==> config.mk <==
export PLATFORM = sky130hd
export DESIGN_NAME = filter_int
export DESIGN_NICKNAME = d
export VERILOG_FILES = /design/src/rtl/filter_int.sv
export SDC_FILE = /design/constraint.sdc
export NUM_CORES = 1
export LEC_CHECK = 0
export BUFFER_PORTS_ARGS = -buffer_cell sky130_fd_sc_hd__buf_2
export CAP_MARGIN = 10
export CORE_UTILIZATION = 35
export CTS_BUF_LIST = sky130_fd_sc_hd__clkbuf_4 sky130_fd_sc_hd__clkbuf_8 sky130_fd_sc_hd__clkbuf_16
export DETAILED_ROUTE_END_ITERATION = 6
export PLACE_DENSITY = 0.58
export REMOVE_ABC_BUFFERS = 1
export SYNTH_ARGS = -nofsm -noshare
export SYNTH_HDL_FRONTEND = slang
export SYNTH_SLANG_ARGS = --single-unit
==> constraint.sdc <==
create_clock -name sys_clk -period 2.95 [get_ports sys_clk]
set_clock_uncertainty 0.1 [all_clocks]
set_input_delay 0.59 -clock sys_clk [delete_from_list [all_inputs] [get_ports sys_clk]]
set_output_delay 0.59 -clock sys_clk [all_outputs]
set_load 0.01 [all_outputs]
==> src/rtl/filter_int.sv <==
// Integer interpolator: buffers input samples in a 2-entry FIFO and expands each
// sample into F = mode+1 output slots (zero-stuffed or sample-held), paced by out_stb.
module filter_int #(
  parameter int DATA_WD    = 32,
  parameter int FIFO_DEPTH = 2
) (
  input  logic               sys_clk,
  input  logic               sys_rst,
  input  logic               cfg_rst,
  input  logic [5:0]         mode,
  input  logic               fill_mode,
  input  logic               din_valid,
  output logic               din_ready,
  input  logic [DATA_WD-1:0] din,
  input  logic               out_stb,
  output logic               dout_valid,
  output logic [DATA_WD-1:0] dout,
  output logic               dout_first,
  output logic               underrun
);

  localparam int PTR_WD = (FIFO_DEPTH > 1) ? $clog2(FIFO_DEPTH) : 1;
  localparam int CNT_WD = $clog2(FIFO_DEPTH + 1);

  typedef enum logic {
    ST_IDLE,
    ST_EMIT
  } state_t;

  logic [DATA_WD-1:0] r_mem [FIFO_DEPTH];
  logic [PTR_WD-1:0]  r_wptr;
  logic [PTR_WD-1:0]  r_rptr;
  logic [CNT_WD-1:0]  r_count;

  state_t             r_state;
  logic [5:0]         r_cnt;
  logic [5:0]         r_fl;
  logic               r_fill;
  logic [DATA_WD-1:0] r_hold;
  logic               r_armed;
  logic               r_underrun;
  logic               r_dout_valid;
  logic [DATA_WD-1:0] r_dout;
  logic               r_dout_first;

  logic               w_full;
  logic               w_empty;
  logic               w_push;
  logic               w_pop;
  logic [DATA_WD-1:0] w_head;
  state_t             w_state_nxt;
  logic [5:0]         w_cnt_nxt;
  logic               w_emit;
  logic               w_emit_first;
  logic [DATA_WD-1:0] w_emit_data;
  logic               w_set_underrun;

  // Occupancy is registered, so ready never depends on this cycle's out_stb.
  assign w_full    = (r_count == CNT_WD'(FIFO_DEPTH));
  assign w_empty   = (r_count == '0);
  assign din_ready = ~w_full;
  assign w_push    = din_valid & ~w_full & ~cfg_rst & ~sys_rst;
  assign w_head    = r_mem[r_rptr];

  function automatic logic [PTR_WD-1:0] ptrInc(input logic [PTR_WD-1:0] ptr);
    return (ptr == PTR_WD'(FIFO_DEPTH - 1)) ? '0 : ptr + PTR_WD'(1);
  endfunction

  always_ff @(posedge sys_clk) begin
    if (w_push) begin
      r_mem[r_wptr] <= din;
    end
  end

  always_ff @(posedge sys_clk) begin
    if (sys_rst || cfg_rst) begin
      r_wptr  <= '0;
      r_rptr  <= '0;
      r_count <= '0;
    end else begin
      if (w_push) begin
        r_wptr <= ptrInc(r_wptr);
      end
      if (w_pop) begin
        r_rptr <= ptrInc(r_rptr);
      end
      case ({w_push, w_pop})
        2'b10:   r_count <= r_count + CNT_WD'(1);
        2'b01:   r_count <= r_count - CNT_WD'(1);
        default: r_count <= r_count;
      endcase
    end
  end

  always_comb begin
    w_state_nxt    = r_state;
    w_cnt_nxt      = r_cnt;
    w_pop          = 1'b0;
    w_emit         = 1'b0;
    w_emit_first   = 1'b0;
    w_emit_data    = '0;
    w_set_underrun = 1'b0;
    if (out_stb) begin
      case (r_state)
        ST_IDLE: begin
          if (!w_empty) begin
            w_pop        = 1'b1;
            w_emit       = 1'b1;
            w_emit_first = 1'b1;
            w_emit_data  = w_head;
            if (mode != 6'd0) begin
              w_state_nxt = ST_EMIT;
              w_cnt_nxt   = 6'd1;
            end
          end else if (r_armed) begin
            w_set_underrun = 1'b1;
          end
        end
        ST_EMIT: begin
          w_emit      = 1'b1;
          w_emit_data = r_fill ? r_hold : '0;
          if (r_cnt == r_fl) begin
            w_state_nxt = ST_IDLE;
            w_cnt_nxt   = 6'd0;
          end else begin
            w_cnt_nxt = r_cnt + 6'd1;
          end
        end
        default: begin
          w_state_nxt = ST_IDLE;
          w_cnt_nxt   = 6'd0;
        end
      endcase
    end
  end

  always_ff @(posedge sys_clk) begin
    if (sys_rst || cfg_rst) begin
      r_state <= ST_IDLE;
      r_cnt   <= 6'd0;
    end else begin
      r_state <= w_state_nxt;
      r_cnt   <= w_cnt_nxt;
    end
  end

  // Burst parameters are captured at pop so mid-burst mode changes wait for the next sample.
  always_ff @(posedge sys_clk) begin
    if (sys_rst) begin
      r_hold <= '0;
      r_fl   <= 6'd0;
      r_fill <= 1'b0;
    end else if (!cfg_rst && w_pop) begin
      r_hold <= w_head;
      r_fl   <= mode;
      r_fill <= fill_mode;
    end
  end

  always_ff @(posedge sys_clk) begin
    if (sys_rst) begin
      r_armed      <= 1'b0;
      r_underrun   <= 1'b0;
      r_dout_valid <= 1'b0;
      r_dout_first <= 1'b0;
      r_dout       <= '0;
    end else if (cfg_rst) begin
      r_armed      <= 1'b0;
      r_underrun   <= 1'b0;
      r_dout_valid <= 1'b0;
      r_dout_first <= 1'b0;
    end else begin
      r_dout_valid <= w_emit;
      r_dout_first <= w_emit & w_emit_first;
      if (w_emit) begin
        r_dout <= w_emit_data;
      end
      if (w_pop) begin
        r_armed <= 1'b1;
      end
      if (w_set_underrun) begin
        r_underrun <= 1'b1;
      end
    end
  end

  assign dout_valid = r_dout_valid;
  assign dout       = r_dout;
  assign dout_first = r_dout_first;
  assign underrun   = r_underrun;

endmodule

==> flow_summary.rst, run 1 <==
.. list-table::
   :header-rows: 1

   * - Metric
     - Value
   * - Outcome
     - finished clean
   * - Clock latency on the worst-skew pair
     - ~410 ps
   * - Pin count of the biggest net entering global routing
     - between 60 and 70
   * - Worst Path Class, Setup
     - reg2reg
   * - Share of flip-flops with an asynchronous set or reset after synthesis
     - 0
   * - Share of cell area taken by muxes after synthesis
     - 0.05309
   * - Transition time at the pin with the least slew margin
     - approximately 770 ps
   * - Top-level port count
     - 80
   * - Highest net fanout along the worst path
     - 40
   * - Routed wire length
     - 13.02 mm
   * - Register area share after synthesis
     - 0.6072
   * - Required time of the worst setup path
     - between 3000 and 4000 ps
   * - RSZ-0062 raised after global routing
     - no
   * - Overall Power
     - 4.745 mW
   * - Critical path data arrival time
     - about 2300 ps
   * - Vias in the first global route
     - 3971
   * - Time the final worst path needs with I/O delays and setup
     - 2022 ps
   * - GRT Residual Overflow
     - 0
   * - Mean routed wirelength per cell
     - about 16 um
   * - Flops & latches, synth
     - 151
   * - Number of routed nets with antenna violations
     - 0
   * - Worst Reg-to-Reg Cells
     - 5
   * - Final HPWL from detailed placement
     - 7.945 mm
   * - Main combinational cell family by area after synthesis
     - compound AO/OA/AOI/OAI gates
   * - Final non-filler cell total
     - 817
   * - Count of hold buffers inserted by post-cts repair
     - 0
   * - Cell-by-cell trace of the critical path
     - o21ba_4 -> and2_4 -> buf_12 -> nor2_1 -> a211oi_2
   * - Met3 track utilization from global routing
     - 0.04795
   * - CTS Buf Count
     - 17
   * - Average cell area after synthesis
     - 11.81 um^2
   * - Fill cells
     - 1564
   * - Kind of capture point of the worst setup path
     - register
   * - Maximum frequency from static timing analysis
     - ~0.49 GHz
   * - Maximum number of buffers from clock root to sink
     - 2
   * - Post-synthesis compound-gate area fraction
     - 0.1715
   * - Horizontal die dimension
     - 133.3 um
   * - Routability congestion estimate from global placement
     - 0.8681
   * - Xor-xnor portion of the synthesized cell area
     - 0.01452
   * - Power density normalized to cell area
     - 647.8 nW/um^2
   * - Post-route fraction of the period consumed by the critical path
     - 0.6854
   * - HP Class
     - in2reg
   * - Pre-antenna DRT Iters
     - 4
   * - Number of cells on the worst hold path
     - 1
   * - Post-CTS setup-driven buffer insertion count
     - 0
   * - Lkg Pwr
     - 2.432 nW
   * - Rel. slew slack
     - 0.4839
   * - # H-tree levels
     - 4
   * - Area Overhead vs Synth
     - 21.42%
   * - Number of enable-type register cells in the synthesized netlist
     - 64
   * - Total placed instance area
     - 6675 um^2
   * - Core region area
     - 16700 um^2
   * - Cells after Synth
     - 511
   * - Library cell contributing the largest single delay on the critical path
     - sky130_fd_sc_hd__and2_4
   * - Clock tree from TritonCTS
     - done
   * - Synthesis warning total
     - 0
   * - TritonCTS Sinks
     - 151
   * - Worst setup timing slack at the placement stage
     - around 680 ps
   * - Floorplan row count
     - 47
   * - Count of maximum capacitance violations
     - 0
   * - Total standard cell area after synthesis
     - roughly 6000 um^2
   * - Number of antenna violations at the first check in global routing
     - 1
   * - Met2 routing resource usage after global routing
     - 0.2465
   * - Final Net Count
     - 629
   * - Clock root buffer master
     - sky130_fd_sc_hd__clkbuf_16
   * - Nature of the critical path startpoint
     - register
   * - Largest incremental delay on the critical path
     - 460 ps
   * - Share of cells above drive strength 1
     - 0.2752
   * - Die Ht
     - between 100 and 150 um
   * - Synth Area in Adders
     - 0.004148
   * - Clock transition at the register clock pins on the worst setup and hold paths after CTS
     - 60 ps
   * - Smallest setup slack after layout
     - between 900 and 1000 ps
   * - Die area
     - around 18000 um^2
   * - Number of instances resized during post-cts repair
     - 0
   * - Post-route cell area
     - 7326 um^2
   * - Final core utilization
     - 0.4386
   * - Number of endpoints with negative hold slack in the final report
     - 0
   * - Global-route wire length before repair
     - 21.05 mm
   * - Count of different cell masters after synthesis
     - 41
   * - DRT iter0 DRCs
     - 146
   * - IO Port Bufs
     - 79
   * - Via count
     - 4038
   * - Global route hottest layer
     - met2
   * - Post-synth top flop
     - sky130_fd_sc_hd__dfxtp_1
   * - Placed cell count
     - around 780
   * - Via density per instance
     - 4.942
   * - Met1 Use GR
     - 0.2044
   * - Global-route usage over all layers
     - 0.1553
   * - Initial Utilization
     - 0.3613
   * - Simple-gate share of the synthesized area
     - 0.1176
   * - Worst vdd ir
     - 459.1 uV
   * - DRC errors left
     - 0
   * - Finish-stage setup viols
     - 0
   * - Final Slew Violations
     - 0
==> Yosys cell counts, drive strengths merged, types with 2 or more instances <==
library cell	count	share of area
a211oi	64	0.11
dfxtp	87	0.29
nand3	7	0.0058
a31oi	2	0.0021
o21ai	5	0.0041
o2111ai	2	0.0029
buf	22	0.022
and2	3	0.0031
xnor2	9	0.013
nor2b	33	0.034
mux2i	32	0.053
a21oi	43	0.036
o211ai	3	0.0046
o31ai	2	0.0025
nand2	18	0.011
clkbuf	13	0.0081
nor2	74	0.047
nor3	3	0.0033
and3	2	0.0021
nand2b	4	0.0041
o311ai	3	0.0068
or3	2	0.0021
inv	3	0.0019
edfxtp	64	0.32
ha	2	0.0041
==> report_power, final <==
group          switching (mW)  internal [mW]  total, mW  leakage [nW]
logic                   0.111         0.0681      0.179         0.834
clock network           0.879           1.47       2.34         0.314
registers              0.0138           2.21       2.22          1.28
total                    1.00           3.74       4.75          2.43
==> cells by family after synthesis <==
family	after synthesis
fa+ha+maj	2
mux	32
compound gates	128
flops	151
xor+xnor	10
buf+inv	38
simple gates	150
==> placed cells by master (no fill, tap or decap), types with 2 or more instances in the layout <==
cell type	netlist	layout
sky130_fd_sc_hd__a211oi_1	33	33
sky130_fd_sc_hd__a211oi_2	31	31
sky130_fd_sc_hd__a21oi_1	42	42
sky130_fd_sc_hd__a31oi_1	2	2
sky130_fd_sc_hd__and3_1	2	2
sky130_fd_sc_hd__buf_12	0	5
sky130_fd_sc_hd__buf_2	13	78
sky130_fd_sc_hd__buf_4	9	5
sky130_fd_sc_hd__bufinv_16	0	3
sky130_fd_sc_hd__clkbuf_16	0	18
sky130_fd_sc_hd__clkbuf_8	0	3
sky130_fd_sc_hd__clkinvlp_4	0	2
sky130_fd_sc_hd__dfxtp_1	87	86
sky130_fd_sc_hd__edfxtp_1	64	64
sky130_fd_sc_hd__ha_1	2	2
sky130_fd_sc_hd__inv_1	3	3
sky130_fd_sc_hd__inv_6	0	4
sky130_fd_sc_hd__mux2i_1	32	32
sky130_fd_sc_hd__nand2_1	18	18
sky130_fd_sc_hd__nand2b_1	4	4
sky130_fd_sc_hd__nand3_1	7	7
sky130_fd_sc_hd__nor2_1	73	71
sky130_fd_sc_hd__nor2_4	1	3
sky130_fd_sc_hd__nor2b_1	33	33
sky130_fd_sc_hd__nor3_1	2	2
sky130_fd_sc_hd__o2111ai_1	2	2
sky130_fd_sc_hd__o211ai_1	2	2
sky130_fd_sc_hd__o21ai_0	5	5
sky130_fd_sc_hd__o311ai_2	2	2
sky130_fd_sc_hd__o31ai_1	2	2
sky130_fd_sc_hd__or3_1	2	2
sky130_fd_sc_hd__xnor2_1	9	9
==> registers in the layout, indices dropped and copies added, names as in the netlist, 2 cells and up, named ones only <==
signal / flops
r_hold: 32
dout: 32
r_cnt: 6
r_count: 2
r_fl: 6
r_mem: 64
==> metrics by stage <==
stage / hold WS [ps] / setup TNS [ps]
final: 259.6 / 0
after global routing: 240.2 / 0
after floorplan: 325.7 / -679.7
after CTS: 240.0 / 0
after detailed placement: 345.7 / 0
after global placement: 340.4 / 0
==> critical path: cells and delay by family (launching register included) <==
family | cells | cell delay, ps
flip-flops | 1 | 400
AO/OA/AOI/OAI | 2 | 570
AND/OR/NAND/NOR | 2 | 540
buffers and inverters | 1 | 300
==> path summary, 6_finish.rpt <==
path,slack [ps],from,endpoint
worst max-delay path,930,r_state$_SDFFE_PP0P_,r_hold[26]$_SDFFE_PP0P_
worst min-delay path,260,din[20],r_mem[1][20]$_DFFE_PP_
worst max register to register,930,r_state$_SDFFE_PP0P_,r_hold[26]$_SDFFE_PP0P_
worst min register to register,350,r_fill$_SDFFE_PP0P_,r_fill$_SDFFE_PP0P_
==> final cells by class <==
cell class | instances | area (um^2) | share of cell area
Antenna cell | 1 | 2.502 | 0.0003416
Inverter | 3 | 11.26 | 0.001537
Sequential cell | 151 | 3665 | 0.5003
Timing Repair Buffer | 88 | 528.0 | 0.07208
Multi-Input combinational cell | 322 | 2196 | 0.2997
Clock buffer | 21 | 491.7 | 0.06712
Clock inverter | 11 | 156.4 | 0.02135
Tap cell | 220 | 275.3 | 0.03757
==> routing by layer <==
| layer | share of wire | vias up |
|---|---|---|
| met5 | 0 | - |
| met3 | 0.047 | 7 |
| met2 | 0.47 | 96 |
| met4 | 0.0078 | 0 |
| li1 | - | 2007 |
| met1 | 0.48 | 1928 |
Note: power is estimated with default switching activity, not from simulation.
==> inputs of run 2 (changes only) <==
ABC_AREA = 1   (was unset)
PLACE_DENSITY = 0.56   (was 0.58)
clock period = 1.9 ns   (was 2.95 ns; I/O delays follow)
==> run 2 against run 1 <==
Effect of this change: sequential share of layout area about the same; final area hardly changed; area after synthesis fell by 0.23%; maximum frequency up 20%; via count is 15% higher; sequential cell count is the same; total power grew 48%; largest cell class unchanged.
==> flow_summary.rst, run 2 <==
.. list-table::
   :header-rows: 1

   * - Metric
     - Value
   * - Number of routed nets with antenna violations
     - 0
   * - Cell with the most instances after synthesis
     - sky130_fd_sc_hd__o21ai_0
   * - Via density per instance
     - 4.871
   * - Commonest non-fill, non-tap cells in the layout
     - sky130_fd_sc_hd__o21ai_0 (95), sky130_fd_sc_hd__dfxtp_1 (85), sky130_fd_sc_hd__nor2_1 (81), sky130_fd_sc_hd__buf_2 (79), sky130_fd_sc_hd__a21oi_1 (77)
   * - Fill cells
     - 1699
   * - Overall Power
     - 7.016 mW
   * - TritonCTS Sinks
     - 151
   * - Maximum frequency from static timing analysis
     - between 0.5 and 0.6 GHz
   * - Worst Reg-to-Reg Cells
     - 7
   * - Share of the synthesized area in the top cell type
     - 0.3193
   * - Register area share after synthesis
     - 0.6086
   * - IO Port Bufs
     - 79
   * - Final-layout setup total negative slack
     - 0 ps
   * - RSZ-0062 raised after global routing
     - no
   * - Dominant cells by area after synthesis
     - sky130_fd_sc_hd__edfxtp_1 (32%), sky130_fd_sc_hd__dfxtp_1 (29%), sky130_fd_sc_hd__o21ai_0 (7.9%)
   * - Die area
     - 17730 um^2
   * - Worst vdd ir
     - 661.1 uV
   * - Clock transition at the register clock pins on the worst setup and hold paths after CTS
     - 60 ps
   * - Power density normalized to cell area
     - 958.0 nW/um^2
   * - Worst setup timing slack at the placement stage
     - 166.5 ps
   * - Critical path data arrival time
     - 1930 ps
   * - Share of cells above drive strength 1
     - 0.2486
   * - Number of cells on the worst hold path
     - 1
   * - Final non-filler cell total
     - 956
   * - GRT Residual Overflow
     - 0
   * - Global-route usage over all layers
     - 0.1683
   * - Number of enable-type register cells in the synthesized netlist
     - 64
   * - Initial Utilization
     - 0.3604
   * - Post-synth top flop
     - sky130_fd_sc_hd__dfxtp_1
   * - Flops & latches, synth
     - 151
   * - Most flops, register
     - r_mem
   * - Final Slew Violations
     - 0
   * - Final core utilization
     - 0.4385
   * - Average cell area after synthesis
     - 9.406 um^2
   * - Finish-stage setup viols
     - 0
   * - Final Net Count
     - approximately 770
   * - Synthesis warning total
     - 0
   * - Reg-to-reg critical path startpoint
     - r_count[0]$_SDFFE_PP0P_
   * - Final HPWL from detailed placement
     - 9.213 mm
   * - Floorplan row count
     - 47
   * - Highest net fanout along the worst path
     - 32
   * - Time the final worst path needs with I/O delays and setup
     - 1689 ps
   * - Mean routed wirelength per cell
     - 14.52 um
   * - Placed cell count
     - 924
   * - Count of maximum capacitance violations
     - 0
   * - Rel. slew slack
     - 0.7605
   * - Lkg Pwr
     - ~2.8 nW
   * - Terminating pin of the worst hold path
     - r_mem[0][3]$_DFFE_PP_
   * - Pin count of the biggest net entering global routing
     - 42
   * - Share of flip-flops with an asynchronous set or reset after synthesis
     - 0
   * - Routability congestion estimate from global placement
     - 0.8300
   * - Number of endpoints with negative hold slack in the final report
     - 0
   * - Maximum number of buffers from clock root to sink
     - 2
   * - Kind of capture point of the worst setup path
     - register
   * - Via count
     - 4657
   * - Clock latency on the worst-skew pair
     - 410 ps
   * - Horizontal die dimension
     - 133.1 um
   * - Launch instance of the worst min-delay path
     - din[3]
   * - Smallest setup slack after layout
     - 210.8 ps
   * - Area Overhead vs Synth
     - 21.66%
   * - Clock root buffer master
     - sky130_fd_sc_hd__clkbuf_16
   * - Cell type with the highest aggregate area in the netlist
     - sky130_fd_sc_hd__edfxtp_1
   * - Total standard cell area after synthesis
     - around 6000 um^2
   * - Vias in the first global route
     - between 4000 and 5000
   * - Outcome
     - finished clean
   * - Nature of the critical path startpoint
     - register
   * - Core region area
     - 16700 um^2
   * - Post-route cell area
     - ~7300 um^2
   * - Transition time at the pin with the least slew margin
     - 355.4 ps
   * - Top-level port count
     - 80
   * - Die Ht
     - 133.1 um
   * - Routed wire length
     - 13.88 mm
   * - CTS Buf Count
     - 17
   * - Reg2reg setup slack
     - 210 ps
   * - Cells after Synth
     - 640
   * - List of most frequent post-synthesis cells
     - sky130_fd_sc_hd__o21ai_0 (95), sky130_fd_sc_hd__dfxtp_1 (87), sky130_fd_sc_hd__nor2_1 (83)
   * - Required time of the worst setup path
     - 2140 ps
   * - HP Class
     - in2reg
   * - Post-CTS setup-driven buffer insertion count
     - 0
   * - Count of different cell masters after synthesis
     - 27
   * - Commonest non-fill, non-tap cell in the layout
     - sky130_fd_sc_hd__o21ai_0
   * - DRC errors left
     - 0
   * - Pre-antenna DRT Iters
     - 6
   * - End of the worst register-to-register path
     - dout[16]$_SDFFE_PP0P_
   * - Flip-flop count of the largest register, all copies and words added
     - 64
   * - Post-route fraction of the period consumed by the critical path
     - 0.8890
   * - DRT iter0 DRCs
     - 243
   * - Number of antenna violations at the first check in global routing
     - 1
   * - Count of inserted antenna diode cells
     - 0
   * - # H-tree levels
     - 4
   * - Post-route worst hold slack
     - 50.90 ps
   * - Global-route wire length before repair
     - between 20 and 25 mm
   * - Total placed instance area
     - 6745 um^2
   * - Clock tree from TritonCTS
     - done
   * - Worst Path Class, Setup
     - reg2reg
[run 2: changes by cell type after synthesis, moves of 33 or more]
| cell | before | now |
|---|---|---|
| sky130_fd_sc_hd__nor2b_1 | 33 | 0 |
| sky130_fd_sc_hd__inv_1 | 3 | 54 |
| sky130_fd_sc_hd__a21oi_1 | 42 | 77 |
| sky130_fd_sc_hd__nand3_1 | 7 | 42 |
| sky130_fd_sc_hd__a211oi_1 | 33 | 0 |
| sky130_fd_sc_hd__o21ai_0 | 5 | 95 |
[run 2: cells by family (layout without fill, tap and decap cells)]
family / after synthesis / after routing / synth area share
fa+ha+maj: 2 / 2 / 0.004156
xor+xnor: 2 / 2 / 0.002911
compound gates: 188 / 188 / 0.1586
simple gates: 202 / 202 / 0.1565
flops: 151 / 151 / 0.6086
buf+inv: 95 / 191 / 0.06921
[run 2: area by class of cell]
class | count | area, um^2 | area share
flip-flops and latches | 151 | 3666 | 0.5006
multi-input cells | 394 | 1957 | 0.2672
repair buffers | 103 | 638.1 | 0.08713
clock buffers | 22 | 475.5 | 0.06492
well taps | 220 | 275.3 | 0.03759
inverters | 56 | 210.2 | 0.02870
clock inverters | 10 | 101.3 | 0.01384
[run 2: routing by layer]
metal  share of wire  global-route usage  wire, um  vias to the layer above
met1            0.46              0.2135      6333                     2191
met2            0.48              0.2749      6652                      136
met5               0                   0         0                        -
li1                -                   -         -                     2318
met3           0.055             0.05023       767                       12
met4          0.0093             0.05429       129                        0
[run 2: critical path, cell delays in order (launching register included)]
cell and delay, ps:
sky130_fd_sc_hd__dfxtp_1 400, sky130_fd_sc_hd__inv_2 60, sky130_fd_sc_hd__nand2_2 100, sky130_fd_sc_hd__nand2_4 70, sky130_fd_sc_hd__buf_4 260, sky130_fd_sc_hd__o21ai_0 350
sky130_fd_sc_hd__o21ai_0 140, sky130_fd_sc_hd__a21oi_1 130
[run 2: timing repair]
item / in CTS / in global routing
hold buffers: 0 / 0
resized for setup: 0 / 1
endpoints found under the setup margin: 0 / 8
[run 2: how the worst max path moves through the flow]
| stage | from | endpoint | slack, ps | cells after the start |
|---|---|---|---|---|
| 2_1_floorplan | cfg_rst | r_mem[0][0]$_DFFE_PP_ | -900 | 3 |
| 3_3_place_gp | sys_rst | r_mem[0][31]$_DFFE_PP_ | 170 | 6 |
| 3_5_place_dp | sys_rst | r_mem[1][25]$_DFFE_PP_ | 170 | 6 |
| 4_1_cts | register | dout[11]$_SDFFE_PP0P_ | 170 | 6 |
| 5_1_grt | r_count[0]$_SDFFE_PP0P_ | dout[16]$_SDFFE_PP0P_ | 30 | 7 |
| 6_report | r_count[0]$_SDFFE_PP0P_ | dout[16]$_SDFFE_PP0P_ | 210 | 7 |
[run 2: report_power, final]
group	internal (mW)	switching (mW)
Sequential	3.43	0.0161
Combinational	0.107	0.173
Clock	2.03	1.26
==> inputs of run 3 (changes only) <==
PLACE_DENSITY = unset   (was 0.56)
==> run 3 against run 2 <==
Effect of this change: sequential power barely moved; register-to-register slack improved by 90 ps; critical path depth shrank 1; count of clock-buffer cells in the layout shrank 1; first-iteration DRC count is 8.2% higher; combinational power up 4%; sequential share of layout area shrank 0.47 points.
==> flow_summary.rst, run 3 (same netlist as run 2, synthesis figures left out) <==
.. list-table::
   :header-rows: 1

   * - Metric
     - Value
   * - Vias in the first global route
     - 4233
   * - Clock latency on the worst-skew pair
     - 420 ps
   * - Final core utilization
     - 0.4425
   * - Global-route wire length before repair
     - 21.57 mm
   * - Power density normalized to cell area
     - 971.6 nW/um^2
   * - Core region area
     - approximately 17000 um^2
   * - Mean routed wirelength per cell
     - 13.95 um
   * - Finish-stage setup viols
     - 0
   * - Number of instances resized during post-cts repair
     - 0
   * - Worst vdd ir
     - a little under 700 uV
   * - Most flops, register
     - r_mem
   * - Via density per instance
     - 4.690
   * - Post-route fraction of the period consumed by the critical path
     - 0.8401
   * - Area Overhead vs Synth
     - 22.76%
   * - Number of cells on the worst hold path
     - 1
   * - Largest incremental delay on the critical path
     - 350 ps
   * - Die Ht
     - between 100 and 150 um
   * - Final Net Count
     - 769
   * - DRT iter0 DRCs
     - 263
   * - Flip-flop count of the largest register, all copies and words added
     - 64
   * - Total area of multi-input combinational cells
     - 1957 um^2
   * - Pre-antenna DRT Iters
     - 4
   * - Worst Path Class, Setup
     - reg2reg
   * - Cell repeated most along the worst path
     - sky130_fd_sc_hd__o21ai_0
   * - Launch instance of the worst min-delay path
     - din[23]
   * - RSZ-0062 raised after global routing
     - no
   * - Final HPWL from detailed placement
     - 8.830 mm
   * - Routed wire length
     - 13.34 mm
   * - Cell-by-cell trace of the critical path
     - buf_4 -> or2_2 -> o21ai_0 -> o21ai_0 -> o21ai_0 -> a21oi_1
   * - CTS Buf Count
     - 17
   * - Initial Utilization
     - 0.3604
   * - Via count
     - ~4500
   * - Clock root buffer master
     - sky130_fd_sc_hd__clkbuf_16
   * - GRT Residual Overflow
     - 0
   * - HP Class
     - in2reg
   * - Number of antenna violations at the first check in global routing
     - 0
   * - Commonest non-fill, non-tap cells in the layout
     - sky130_fd_sc_hd__o21ai_0 (95), sky130_fd_sc_hd__dfxtp_1 (86), sky130_fd_sc_hd__nor2_1 (81), sky130_fd_sc_hd__buf_2 (79), sky130_fd_sc_hd__a21oi_1 (77)
   * - Share of cells above drive strength 1
     - 0.2486
   * - Highest net fanout along the worst path
     - 13
   * - Die area
     - 17730 um^2
   * - Number of endpoints with negative hold slack in the final report
     - 0
   * - Lkg Pwr
     - between 2 and 3 nW
   * - Post-CTS setup-driven buffer insertion count
     - 0
   * - Worst Reg-to-Reg Cells
     - 6
   * - Count of maximum capacitance violations
     - 0
   * - Rel. slew slack
     - 0.7122
   * - Pin count of the biggest net entering global routing
     - 42
   * - Worst setup timing slack at the placement stage
     - approximately 190 ps
   * - Outcome
     - finished clean
   * - Maximum frequency from static timing analysis
     - 0.6265 GHz
   * - IO Port Bufs
     - 79
   * - Critical path data arrival time
     - between 1500 and 2000 ps
   * - Nature of the critical path startpoint
     - register
   * - Kind of capture point of the worst setup path
     - register
   * - Clock transition at the register clock pins on the worst setup and hold paths after CTS
     - 60 ps
   * - Count of inserted antenna diode cells
     - 0
   * - Count of hold buffers inserted by post-cts repair
     - 0
   * - Library cell contributing the largest single delay on the critical path
     - sky130_fd_sc_hd__dfxtp_1
   * - Fill cells
     - between 1500 and 2000
   * - Sequential cell area
     - 3665 um^2
   * - Smallest setup slack after layout
     - 303.9 ps
   * - Time the final worst path needs with I/O delays and setup
     - 1596 ps
   * - Top-level port count
     - 80
   * - Final Slew Violations
     - 0
   * - Floorplan row count
     - 47
   * - Transition time at the pin with the least slew margin
     - about 430 ps
   * - Required time of the worst setup path
     - between 2000 and 2500 ps
   * - DRC errors left
     - 0
   * - Commonest non-fill, non-tap cell in the layout
     - sky130_fd_sc_hd__o21ai_0
   * - TritonCTS Sinks
     - 151
   * - Routability congestion estimate from global placement
     - 0.7669
   * - Horizontal die dimension
     - 133.1 um
   * - Number of routed nets with antenna violations
     - 0
   * - # H-tree levels
     - 4
   * - Clock tree from TritonCTS
     - done
   * - Maximum number of buffers from clock root to sink
     - 2
   * - Global-route usage over all layers
     - 0.1587
## run 3: cell count changes in the layout (fill, tap and decap cells not counted), sizes merged
cell,previous run,this run
clkinvlp,0,1
clkbuf,22,21
clkinv,6,4
inv,58,60
## run 3: cell type report
cell class                      count  share of cell area
Sequential cell                   151              0.4959
Multi-Input combinational cell    394              0.2648
Timing Repair Buffer              103             0.08974
Clock buffer                       21             0.06570
Tap cell                          220             0.03725
Inverter                           56             0.02845
Clock inverter                     11             0.01812
## run 3: path summary, 6_finish.rpt
path	to	slack, ps
worst min-delay path	r_mem[0][23]$_DFFE_PP_	50
worst max-delay path	dout[5]$_SDFFE_PP0P_	300
worst min register to register	dout[19]$_SDFFE_PP0P_	340
worst max register to register	dout[5]$_SDFFE_PP0P_	300
## run 3: power by group
part	switching, mW	internal, mW	total [mW]	leakage [nW]
registers	0.0141	3.42	3.44	1.28
logic	0.180	0.112	0.292	1.28
clock network	1.33	2.12	3.45	0.304
## run 3: stage by stage
stage	total power, mW	setup TNS, ps	area [um^2]	hold slack, ps	std cells
3_3_place_gp	3.800	0	6770	331.4	924
3_5_place_dp	3.802	0	6770	335.4	924
5_1_grt	7.430	0	7390	28.61	956
4_1_cts	7.255	0	7390	27.41	956
2_1_floorplan	3.638	-89550	5813	341.3	601
6_report	7.180	0	7390	50.12	956
## run 3: routing by layer
metal / track usage / part of all wire
met2: 0.2568 / 0.47
met1: 0.2052 / 0.49
met4: 0.04356 / 0.0052
met5: 0 / 0
met3: 0.04909 / 0.041
## run 3: worst max-delay path, delay by kind of cell (launching register included)
family                 cells  cell delay [ps]
buffers and inverters      1              190
DFF                        1              350
and+or+nand+nor            1              290
AOI/OAI and AO/OA          4              560
